==> src/rtl/fwd_hazard_unit.sv <==
// Forwarding-select and load-use stall controller driven by a shift register of in-flight destinations.
// Optional HAZARD_PERF_CNT_EN adds saturating stall/forward event counters.
module fwd_hazard_unit #(
  parameter int NUM_SRC    = 2,
  parameter int FWD_DEPTH  = 2,
  parameter int LOAD_READY = 1,
  localparam int SEL_W     = $clog2(FWD_DEPTH + 1)
) (
  input  logic                     clk,
  input  logic                     reset,
  input  logic                     id_valid_ip,
  input  logic [5*NUM_SRC-1:0]     id_src_ip,
  input  logic [NUM_SRC-1:0]       id_src_used_ip,
  input  logic [4:0]               id_dest_ip,
  input  logic                     id_wen_ip,
  input  logic                     id_is_load_ip,
  input  logic                     flush_ip,
  input  logic                     ext_stall_ip,
`ifdef HAZARD_PERF_CNT_EN
  output logic [31:0]              stall_cnt_op,
  output logic [31:0]              fwd_cnt_op,
`endif
  output logic [SEL_W*NUM_SRC-1:0] fwd_sel_op,
  output logic                     stall_op
);

  logic [FWD_DEPTH-1:0]      vld_q;
  logic [FWD_DEPTH-1:0][4:0] dest_q;
  logic [FWD_DEPTH-1:0]      load_q;

  logic [SEL_W*NUM_SRC-1:0]  sel_d;
  logic [NUM_SRC-1:0]        hz_d;
  logic                      found;
  logic                      advance;
  logic                      ins_vld;

  // Scan youngest-first so the nearest producer wins; a too-young load blocks older matches too.
  always_comb begin
    sel_d = '0;
    hz_d  = '0;
    found = 1'b0;
    for (int i = 0; i < NUM_SRC; i++) begin
      found = 1'b0;
      for (int k = 0; k < FWD_DEPTH; k++) begin
        if (!found && id_src_used_ip[i] && vld_q[k] &&
            dest_q[k] == id_src_ip[5*i +: 5] && id_src_ip[5*i +: 5] != 5'd0) begin
          found = 1'b1;
          if (load_q[k] && k < LOAD_READY) begin
            hz_d[i] = 1'b1;
          end else begin
            sel_d[SEL_W*i +: SEL_W] = SEL_W'(k + 1);
          end
        end
      end
    end
  end

  assign fwd_sel_op = sel_d;
  assign stall_op   = id_valid_ip & (|hz_d);
  assign advance    = ~ext_stall_ip;
  assign ins_vld    = id_valid_ip & id_wen_ip & ~stall_op & ~flush_ip & (id_dest_ip != 5'd0);

  always_ff @(posedge clk or negedge reset) begin
    if (!reset) begin
      vld_q  <= '0;
      dest_q <= '0;
      load_q <= '0;
    end else if (advance) begin
      vld_q[0]  <= ins_vld;
      dest_q[0] <= id_dest_ip;
      load_q[0] <= id_is_load_ip;
      for (int k = 1; k < FWD_DEPTH; k++) begin
        vld_q[k]  <= vld_q[k-1];
        dest_q[k] <= dest_q[k-1];
        load_q[k] <= load_q[k-1];
      end
    end
  end

`ifdef HAZARD_PERF_CNT_EN
  logic [31:0] stall_cnt_q;
  logic [31:0] fwd_cnt_q;
  logic        fwd_evt;

  assign fwd_evt = advance & id_valid_ip & ~stall_op & ~flush_ip & (|sel_d);

  always_ff @(posedge clk or negedge reset) begin
    if (!reset) begin
      stall_cnt_q <= '0;
      fwd_cnt_q   <= '0;
    end else begin
      if (stall_op && !ext_stall_ip && stall_cnt_q != 32'hFFFF_FFFF)
        stall_cnt_q <= stall_cnt_q + 32'd1;
      if (fwd_evt && fwd_cnt_q != 32'hFFFF_FFFF)
        fwd_cnt_q <= fwd_cnt_q + 32'd1;
    end
  end

  assign stall_cnt_op = stall_cnt_q;
  assign fwd_cnt_op   = fwd_cnt_q;
`endif

endmodule

==> config.mk <==
export PLATFORM = sky130hd
export DESIGN_NAME = fwd_hazard_unit
export DESIGN_NICKNAME = d
export VERILOG_FILES = /design/src/rtl/fwd_hazard_unit.sv
export SDC_FILE = /design/constraint.sdc
export NUM_CORES = 1
export LEC_CHECK = 0
export ABC_AREA = 1
export ABC_CLOCK_PERIOD_IN_PS = 1300
export CORE_MARGIN = 1
export CORE_UTILIZATION = 45
export CTS_CLUSTER_DIAMETER = 200
export CTS_CLUSTER_SIZE = 10
export DETAILED_ROUTE_END_ITERATION = 8
export PLACE_DENSITY_LB_ADDON = 0.08
export RECOVER_POWER = 100
export SLEW_MARGIN = 25
export SYNTH_ARGS = -nofsm -noshare
export SYNTH_HDL_FRONTEND = slang
export SYNTH_SLANG_ARGS = --single-unit
==> constraint.sdc <==
create_clock -name clk -period 1.3 [get_ports clk]
set_input_delay 0.13 -clock clk [delete_from_list [all_inputs] [get_ports clk]]
set_output_delay 0.13 -clock clk [all_outputs]
set_load 0.005 [all_outputs]
Word-level counts from Yosys, hierarchy flattened
Cells that the tools add are included.
{"block": "op_classes", "eq_ne": 4, "mux": 10, "bitwise_logic": 7, "n_reduce_logical": 20}
{"op": "5-bit equality test", "count": 4}
{"op": "5-bit nonzero test", "count": 3}
{"op": "1-bit logical AND", "count": 14}
{"op": "1-bit 2-to-1 mux", "count": 7}
{"op": "2-bit 2-to-1 mux", "count": 3}
{"op": "1-bit bitwise AND", "count": 5}
{"op": "1-bit zero test", "count": 2}
{"op": "1-bit NOT", "count": 2}
{"op": "2-bit OR reduction", "count": 1}
{"block": "totals", "ff_bits": 13, "in_bits": 24, "wordCells": 45}

Logic depth before layout (Yosys ltp)
{"block": "depth", "word_depth": 10, "mapped_depth": 11, "depth_no_buf": 11}

Least setup slack after synthesis
No wires, ideal clock.
{"block": "synth_timing", "kind": "flip-flop to flip-flop", "startpoint": "register dest_q[4] (netlist bit)", "endpoint": "register vld_q[0]", "arrival_time_ns": 0.935, "t_required_ns": 1.184, "path_slack_ns": 0.249, "path_stages_with_launch": 11, "cell_sequence": "dfrtp_1 inv_2 nand2_1 nand2_1 nand2_1 nor2_2 nand2_1 nand2_1 nand2_1 nand2_1 nand2_1"}
{"block": "synth_via", "elab_chain_len": 10, "word_cells_on_any_way": 14}
{"element": "from (decl)", "line": "28", "text": "logic [FWD_DEPTH-1:0][4:0] dest_q;"}
{"element": "from (signal, indexed assignment)", "line": "74", "text": "dest_q[k] <= dest_q[k-1];"}
{"element": "5-bit equality test", "line": "46", "text": "dest_q[k] == id_src_ip[5*i +: 5] && id_src_ip[5*i +: 5] != 5'd0) begin"}
{"element": "1-bit logical AND", "line": "45", "text": "if (!found && id_src_used_ip[i] && vld_q[k] &&"}
{"element": "1-bit logical AND", "line": "46"}
{"element": "1-bit 2-to-1 mux", "line": "45"}
{"element": "2-bit OR reduction (*)", "line": "59", "text": "assign stall_op = id_valid_ip & (|hz_d);"}
{"element": "1-bit bitwise AND (*)", "line": "59"}
{"element": "1-bit NOT (*)", "line": "61", "text": "assign ins_vld = id_valid_ip & id_wen_ip & ~stall_op & ~flush_ip & (id_dest_ip != 5'd0);"}
{"element": "1-bit bitwise AND (*) (3 in a row)", "line": "61"}
{"element": "to (signal assigned)", "line": "69", "text": "vld_q[0] <= ins_vld;"}
{"element": "to (signal, indexed assignment)", "line": "73", "text": "vld_q[k] <= vld_q[k-1];"}
{"element": "to (decl)", "line": "27", "text": "logic [FWD_DEPTH-1:0] vld_q;"}
Mark *: on every way between the ends. The rest lies on a longest branch, timed or not.
A chain may end at the register's enable or synchronous reset.

Final worst setup path
{"block": "layout_timing", "startpoint": "register dest_q[2] (netlist bit)", "endpoint": "output port stall_op"}
{"block": "layout_via", "elab_chain_len": 6, "word_cells_on_any_way": 10}
{"element": "5-bit equality test", "line": "46"}
{"element": "1-bit logical AND", "line": "45"}
{"element": "1-bit logical AND", "line": "46"}
{"element": "1-bit 2-to-1 mux", "line": "45"}
{"element": "2-bit OR reduction (*)", "line": "59"}
{"element": "1-bit bitwise AND (*)", "line": "59"}
{"element": "to (decl)", "line": "24", "text": "output logic stall_op"}
Marks and branches as above.

==> impl_metrics.env <==
export IMPL_status="finished, violations left"
export IMPL_violations="negative setup slack"
export IMPL_syn_nets=173
export IMPL_ys_warn_count=0
export IMPL_reg2reg_from="dest_q[2]$_DFFE_PN0N_"
export IMPL_r2r_setup_slack_ps=-180
export IMPL_fp_dieW_um=47.2
export IMPL_antenna_found_initial=0
export IMPL_p_per_area_nw_per_um2=759
export IMPL_reg2reg_depth=12
export IMPL_die_h_um=47.2
export IMPL_drtIter0Drc=27
export IMPL_relSlewSlack_pct=55.3
export IMPL_cts_buffers=3
export IMPL_slew_viol_final=0
export IMPL_synth_most_common_cell="nand2_1"
export IMPL_hold_viol=0
export IMPL_cts_clk_slew_worst_paths_ps=80
export IMPL_arrival_ps=1470
export IMPL_critPathCaptureType="output pin"
export IMPL_num_antenna_cells=0
export IMPL_critPathMaxStageDelay_ps=400
export IMPL_netlist_top_cells_area="dfrtp_1 (35%), nand2_1 (25%), inv_1 (8.2%)"
export IMPL_track_usage_pct=25.5
export IMPL_sw_frac_of_total_pct=30.9
export IMPL_synth_async_reset_ratio_pct=100
export IMPL_p_clk_share_pct=23.7
export IMPL_dieArea_um2=2230
export IMPL_fmax_mhz=624
export IMPL_yosysTopAreaCellShare_pct=35.3
export IMPL_area_growth_syn_to_layout_pct=48.8
export IMPL_ant_nets=0
export IMPL_cts_tree="done"
export IMPL_holdCritPathClass="primary input to async pin"
export IMPL_clkSinkCount=13
export IMPL_synth_edf_count=0
export IMPL_viasPerCell=4.95
export IMPL_cp_start_kind="register"
export IMPL_rsz0062_at_grt="yes"
export IMPL_utilization_pct=75.3
export IMPL_critPathKind="register to output pin"
export IMPL_cts_buffer_depth=2
export IMPL_crit_required_ps=1170
export IMPL_syn_avg_cell_area_um2=6.18
export IMPL_start_util_pct=50.6
export IMPL_cp_max_fo=3
export IMPL_grt_first_pass_wirelength_um=3970
export IMPL_tns_ps=-1510
export IMPL_internal_power_uw=719
export IMPL_finClkSkew_ps=2.53
export IMPL_p_comb_share_pct=29.8
export IMPL_io_pins=29
export IMPL_synthFlopType="dfrtp_1"
export IMPL_synth_seq_cells=13
export IMPL_synth_cell_types=16
export IMPL_drv_cap=0
export IMPL_p_leak_nw=0.743
export IMPL_grt_pass1_vias=1028
export IMPL_finalSetupViolations=6
export IMPL_layout_drive_gt1_share_pct=22.2
export IMPL_seq_power_share_pct=46.4
export IMPL_ir_drop_v=0.000730
export IMPL_slowest_stage="dfrtp_1"
export IMPL_rows=15
export IMPL_regToRegEndpoint="vld_q[0]$_DFFE_PN0N_"
export IMPL_core_um2=1820
export IMPL_ys_seq_area_share_pct=35.3
export IMPL_period_share_pct=123
export IMPL_gp_congestion=0.869
export IMPL_netlist_instances=149
export IMPL_timing_final_ws_setup_ps=-303
export IMPL_p_sw_uw=322
export IMPL_fin_crit_ps=1600
export IMPL_fin_nets=219
export IMPL_setup_worst_path_start="dest_q[2]$_DFFE_PN0N_"
export IMPL_wirelength_um=2460
export IMPL_htreeDepth=1
export IMPL_insertion_delay_ps=280
export IMPL_worstMarginPinSlew_ps=670
export IMPL_hpwl_um=1870
export IMPL_synth_common_cells="nand2_1 (61), inv_1 (20), dfrtp_1 (13)"
export IMPL_drc_errors=0
export IMPL_io_buffers=28
export IMPL_worstPathCellList="inv_1 > nand2_1 > nand2_1 > nand2_1 > nor2_2 > nand2_2 > nand2_2 > nand2_2 > inv_1 > buf_2"
export IMPL_grt_max_degree=14
export IMPL_synth_area_um2=921
export IMPL_firstDrtPassIters=4
export IMPL_cts_hold_buf=0
export IMPL_vias=1083
export IMPL_grt_ovfl_total=0
export IMPL_synth_top_cell_by_area="dfrtp_1"
export IMPL_avgRoutedWirePerCell_um=11.2
export IMPL_holdWs_ps=392
export IMPL_finalPower_mw=1.04
export IMPL_clock_root_buffer="clkbuf_4"
power by group through the flow:
stage | registers, mW | logic, mW | clock network (mW)
5_1_grt | 0.489 | 0.342 | 0.263
4_1_cts | 0.483 | 0.307 | 0.246
6_report | 0.483 | 0.310 | 0.247
2_1_floorplan | 0.480 | 0.139 | 0
3_5_place_dp | 0.490 | 0.288 | 0
3_3_place_gp | 0.489 | 0.279 | 0
worst max path at each step:
stage                           end  slack, ps  cells after the start
2_1_floorplan  vld_q[0]$_DFFE_PN0N_        250                     10
3_3_place_gp               stall_op       -570                     12
3_5_place_dp               stall_op       -580                     12
4_1_cts               fwd_sel_op[1]       -300                      7
5_1_grt                    stall_op       -380                     10
6_report                   stall_op       -300                     10
flip-flops by register name (all words and copies together) (netlist names):
name and flops:
dest_q 10, vld_q 2, load_q 1
per-stage QoR:
step / instances / instance area (µm²) / setup WS, ps
after global routing: 219 / 1370 / -383
after floorplan: 149 / 921 / 249
after detailed placement: 210 / 1300 / -576
after global placement: 210 / 1300 / -566
final: 219 / 1370 / -303
after CTS: 220 / 1370 / -304
cells in the final DEF, fill, tap and decap left out:
cell             count
a21oi_1              2
dlygate4sd2_1        1
nor2_1               8
nor3_1               5
a21oi_2              2
buf_4               12
o211ai_1             1
buf_2                4
nand2_2              8
dfrtp_1             13
o21ai_0             10
clkbuf_1             3
clkbuf_4             3
inv_2                7
and3_4               1
xor2_1               6
dlymetal6s2s_1       1
clkdlybuf4s50_1     19
nor2_2               4
inv_1               19
nand4_1              1
buf_6                2
nand2_1             54
dlygate4sd3_1        2
nand3_1              6
worst max-delay path: cells and delay by family, from the launching register on:
| kind | cells | cell delay, ps |
|---|---|---|
| and+or+nand+nor | 7 | 550 |
| DFF | 1 | 400 |
| buffers and inverters | 3 | 260 |
kinds of logic after synthesis:
family,share of synthesized area (%)
XOR/XNOR,5.71
AO/OA/AOI/OAI,8.42
AND/OR/NAND/NOR,38.9
buffers and inverters,11.7
flip-flops,35.3
routing by layer:
| layer | routed length [µm] | share of wire (%) | vias up | track usage [%] |
|---|---|---|---|---|
| li1 | - | - | 546 | - |
| met1 | 1100 | 45 | 486 | 32.7 |
| met2 | 1190 | 48 | 41 | 42.7 |
| met3 | 106 | 4.3 | 10 | 1.92 |
| met4 | 59 | 2.4 | 0 | 13.7 |
| met5 | 0 | 0 | - | 0 |
final cells by class:
type	count	area, µm²
repair buffers	43	372
inverters	26	97.6
clock buffers	4	26.3
well taps	25	31.3
multi-input cells	108	518
fillers	148	450
flip-flops and latches	13	325
timing repair:
action                                  in CTS  in global routing
gates cloned                                 0                  0
endpoints found under the setup margin       5                  6
buffers inserted                             6                  1
pin swaps                                   15                 10
endpoints found under the hold margin        0                  0
gates resized for setup                     31                  7
Note: power is estimated with default switching activity, not from simulation.
